--- src/rtl/hazard_ctrl_ml.sv ---
// Load-use hazard controller for the in-order RISC-V pipeline (ID stage).
// Decodes operand usage from the IF/ID instruction, detects load-use
// hazards against ID/EX, and holds the front end for LOAD_LAT cycles.
// A taken branch squashes IF/ID, and data-memory backpressure freezes
// the whole pipe.
module hazard_ctrl_ml #(
    parameter int XLEN     = 32,
    parameter int RA_W     = 5,
    parameter int LOAD_LAT = 1,
    parameter int CNT_W    = 16
) (
    input  logic              clk,
    input  logic              rst_n,
    input  logic [XLEN-1:0]   id_instr,
    input  logic              id_valid,
    input  logic [RA_W-1:0]   ex_rd,
    input  logic              ex_memread,
    input  logic              ex_regwrite,
    input  logic              branch_taken,
    input  logic              mem_busy,
    output logic              pc_write,
    output logic              if_id_write,
    output logic              id_ex_bubble,
    output logic              if_id_flush,
    output logic              stall_active,
    output logic [CNT_W-1:0]  stall_count
);

    localparam logic [6:0] OP_LUI    = 7'b0110111;
    localparam logic [6:0] OP_AUIPC  = 7'b0010111;
    localparam logic [6:0] OP_JAL    = 7'b1101111;
    localparam logic [6:0] OP_REG    = 7'b0110011;
    localparam logic [6:0] OP_STORE  = 7'b0100011;
    localparam logic [6:0] OP_BRANCH = 7'b1100011;

    // Remaining HOLD cycles after the first (combinational) bubble.
    localparam logic [3:0] REM_INIT = 4'(LOAD_LAT - 1);

    typedef enum logic {
        IDLE,
        HOLD
    } state_t;

    state_t          state, state_next;
    logic [3:0]      rem, rem_next;
    logic            count_en;

    logic [6:0]      opcode;
    logic [RA_W-1:0] rs1, rs2;
    logic            uses_rs1, uses_rs2;
    logic            hit_rs1, hit_rs2;
    logic            luh;
    logic            unused_instr_bits;

    assign opcode = id_instr[6:0];
    assign rs1    = RA_W'(id_instr[19:15]);
    assign rs2    = RA_W'(id_instr[24:20]);

    // Fields outside opcode/rs1/rs2 play no part in hazard detection.
    assign unused_instr_bits = ^{id_instr[XLEN-1:25], id_instr[14:7]};

    // Operand usage by opcode; a zero register is never a real dependency.
    always_comb begin
        uses_rs1 = !((opcode == OP_LUI) || (opcode == OP_AUIPC) || (opcode == OP_JAL));
        uses_rs2 = (opcode == OP_REG) || (opcode == OP_STORE) || (opcode == OP_BRANCH);
        hit_rs1  = uses_rs1 && (rs1 != '0) && (rs1 == ex_rd);
        hit_rs2  = uses_rs2 && (rs2 != '0) && (rs2 == ex_rd);
        luh      = id_valid && ex_memread && ex_regwrite && (ex_rd != '0)
                   && (hit_rs1 || hit_rs2);
    end

    // State, remaining-cycle counter and stall counter registers.
    always_ff @(posedge clk or negedge rst_n) begin
        if (!rst_n) begin
            state       <= IDLE;
            rem         <= '0;
            stall_count <= '0;
        end else begin
            state <= state_next;
            rem   <= rem_next;
            if (count_en && (stall_count != {CNT_W{1'b1}}))
                stall_count <= stall_count + CNT_W'(1);
        end
    end

    // Prioritised output/next-state: freeze, then flush, then stall.
    always_comb begin
        state_next   = state;
        rem_next     = rem;
        count_en     = 1'b0;
        pc_write     = 1'b1;
        if_id_write  = 1'b1;
        id_ex_bubble = 1'b0;
        if_id_flush  = 1'b0;

        if (mem_busy) begin
            pc_write    = 1'b0;
            if_id_write = 1'b0;
        end else if (branch_taken) begin
            if_id_flush  = 1'b1;
            id_ex_bubble = 1'b1;
            state_next   = IDLE;
            rem_next     = '0;
        end else if (state == HOLD) begin
            pc_write     = 1'b0;
            if_id_write  = 1'b0;
            id_ex_bubble = 1'b1;
            count_en     = 1'b1;
            if (rem == 4'd1) begin
                state_next = IDLE;
                rem_next   = '0;
            end else begin
                rem_next = rem - 4'd1;
            end
        end else if (luh) begin
            pc_write     = 1'b0;
            if_id_write  = 1'b0;
            id_ex_bubble = 1'b1;
            count_en     = 1'b1;
            if (LOAD_LAT > 1) begin
                state_next = HOLD;
                rem_next   = REM_INIT;
            end
        end
    end

    assign stall_active = (state == HOLD);

endmodule
--- config.mk ---
export PLATFORM = sky130hd
export DESIGN_NAME = hazard_ctrl_ml
export DESIGN_NICKNAME = d
export VERILOG_FILES = /design/src/rtl/hazard_ctrl_ml.sv
export SDC_FILE = /design/constraint.sdc
export NUM_CORES = 1
export LEC_CHECK = 0
export CAP_MARGIN = 20
export CORE_UTILIZATION = 40
export CTS_CLUSTER_DIAMETER = 120
export DETAILED_ROUTE_END_ITERATION = 10
export HOLD_SLACK_MARGIN = 0.05
export PLACE_DENSITY = 0.84
export SLEW_MARGIN = 20
export SYNTH_ARGS = -nofsm -noshare
export SYNTH_HDL_FRONTEND = slang
export SYNTH_SLANG_ARGS = --single-unit
--- constraint.sdc ---
create_clock -name clk -period 1.9 [get_ports clk]
set_input_delay 0.19 -clock clk [delete_from_list [all_inputs] [get_ports clk]]
set_output_delay 0.19 -clock clk [all_outputs]
set_load 0.01 [all_outputs]
==> impl_metrics.csv <==
group,metric,value,unit
route,wl_met2,2190,µm
floorplan,chipWidth,58.7,µm
cts,cts_tree,"built",
critical_path,startpoint_type,"input port",
route,drt-met1-wl,1630,µm
power,p_per_area,449,nW/µm²
power,p_leak,1.07,nW
place,detailed_place_hpwl,2770,µm
cts,cts_root_buf,"clkbuf_4",
floorplan,coreArea,3050,µm²
global_routing,grt_max_degree,22,
final_layout,fin_util,73.7,%
synthesis,syn_area_per_cell,9.66,µm²
synthesis,synth_area_leaders,"dfrtp_1 41%, xnor2_1 13%, nand4_1 3.9%, nand2_1 3.2%, a21oi_1 3.1%",
final_layout,drive_gt1_share,33.5,%
synthesis,ys.flop_type,"dfrtp_1",
synthesis,yosysSeqAreaShare,40.9,%
route,vias_per_cell,5.28,
final_layout,final-instance-count-excl-fill,265,
sta,tightest_slew,0.447,ns
place,io_buffers,49,
global_routing,grt_usage,25.0,%
sta,final_hold_viol_count,0,
route,finalWirelength,4190,µm
sta,setup_slack,-0.218,ns
place,place.gp.congestion,0.742,
min_path,hold_path_class,"input port to asynchronous set/reset pin",
critical_path,cp-end-kind,"output pin",
route,drc_errors,0,
synthesis,netlist_area,1280,µm²
synthesis,synth_cell_types,33,
synthesis,synth_top_area_cell,"dfrtp_1",
power,ir_drop,474,µV
final_layout,final_cell_mix,"33 x buf_4, 24 x clkdlybuf4s50_1, 21 x dfrtp_1",
sta,timing.hold.ws,0.214,ns
sta,fin_crit_sh,111,%
cts,cts_buffer_depth,2,
global_routing,grt.overflow.total,0,
route,first_iter_violations,19,
synthesis,syn_inst,133,
floorplan,ios,65,
run,cap_violations,0,
synthesis,ys.warnings.count,0,
floorplan,num_rows,20,
final_layout,diodes,0,
route,routed.top_layer,"met4",
global_routing,grt_pass1_vias,1481,
sta,fin_skew,0.00505,ns
run_status,violations,"negative setup slack",
floorplan,initial_core_util,42.1,%
synthesis,synth.top_cell.area_share,40.9,%
sta,timing.fmax,472,MHz
final_layout,area_delta_synth_final,75.2,%
global_routing,antenna_found_initial,0,
sta,slew_viol_final,0,
critical_path,worst-path-max-fanout,3,
route,routed-via-count,1399,
sta,final.min_clock_period,2.12,ns
global_routing,grt_pass1_wl,6490,µm
place,placed_area,2050,µm²
synthesis,synth_nets,180,
synthesis,async_reset_ff_share,100,%
cts,cts_buffers,3,
floorplan,die-area,3440,µm²
place,placedCellCount,254,
route,firstDrtPassIters,4,
critical_path,arrival,1.93,ns
synthesis,synth_edf_count,0,
final_layout,nNetsFinal,269,
sta,tns,-1.64,ns
run_status,status,"complete, but fails checks",
place,dpl_worst_slack,-0.754,ns
cts,cts-htree-levels,1,
critical_path,cp.required,1.71,ns
power,power,1.01,mW
floorplan,die_h,58.7,µm
cts,cts_sinks,21,
sta,slew_headroom,70.2,%
cts,clkLatencyLatePin,0.30,ns
final_layout,final_common_cell,"buf_4",
synthesis,synth_seq_cells,21,
sta,setup_viol,18,
route,ant_nets,0,
cts,clkTransAtPathRegs,0.12,ns
final_layout,final_cell_area,2250,µm²
route,dr_wl_met3,250,µm
route,wl_per_cell,15.8,µm
sta,rsz0062_at_grt,"true",
critical_path,worstSetupPathType,"input port to output pin",
power breakdown:
part	total (mW)	internal [mW]	leakage, nW	switching, mW
registers	0.502	0.474	0.289	0.0273
clock network	0.213	0.0783	0.0177	0.135
logic	0.296	0.157	0.764	0.139
total	1.01	0.709	1.07	0.301
repair_timing:
action / CTS / global route
hold buffers: 0 / 0
gates cloned: 1 / 0
setup buffers: 7 / 2
setup endpoints to repair: 19 / 19
pin swaps: 22 / 15
gates resized for setup: 72 / 13
worst max-delay path, cell delays in order:
cell and delay [ns]:
dlygate4sd2_1 0.25, buf_4 0.13, xnor2_1 0.24, nand4_1 0.21, o41ai_4 0.38, buf_4 0.19, nor2_4 0.04, a21oi_1 0.14
buf_2 0.15
state kept, by name, indices dropped and copies added, names as in the netlist:
signal and flops:
stall_active 1, stall_count 16, rem 4
layer usage:
layer	global-route usage, %	vias up
met3	4.84	13
met1	25.9	678
met5	0	-
met2	48.4	52
li1	-	656
met4	10.5	0
cell families (layout without fill, tap and decap cells):
family	after synthesis	after routing	share of synthesized area, %
buffers and inverters	8	96	3.21
AND/OR/NAND/NOR	60	60	27.1
AO/OA/AOI/OAI	16	16	8.57
flip-flops	21	21	40.9
adder cells (fa/ha/maj)	3	3	2.92
XOR/XNOR	23	23	15.7
multiplexers	2	2	1.66
layout make-up:
class,instances,area [µm²]
inverter,5,18.8
tap,44,55.1
fill,227,802
clock buffer,3,22.5
sequential,21,526
multi-input combinational,104,835
timing repair buffer,87,790
clock inverter,1,5.00
synth_stat cells, types with 3 or more instances:
master and count:
a21oi_1 8, and2_1 3, and3_1 4, and4_1 4, dfrtp_1 21, ha_1 3
inv_1 5, nand2_1 11, nand3_1 4, nand4_1 8, nor2_1 7, nor3_1 5
nor4_1 3, o21ai_0 4, xnor2_1 19, xor2_1 4
worst paths after layout:
check                      slack (ns)       startpoint              end  depth (start not counted)
max in group asynchronous        1.47            rst_n   stall_count[2]                          2
setup / recovery                -0.22     id_instr[20]     id_ex_bubble                          9
hold reg to reg                  0.50  stall_count[15]  stall_count[15]                          1
setup reg to reg                 0.03  stall_count[13]   stall_count[1]                          6
min in group clk                 0.50  stall_count[15]  stall_count[15]                          1
hold / removal                   0.21            rst_n   stall_count[7]                          2
Note: power is estimated with default switching activity, not from simulation.
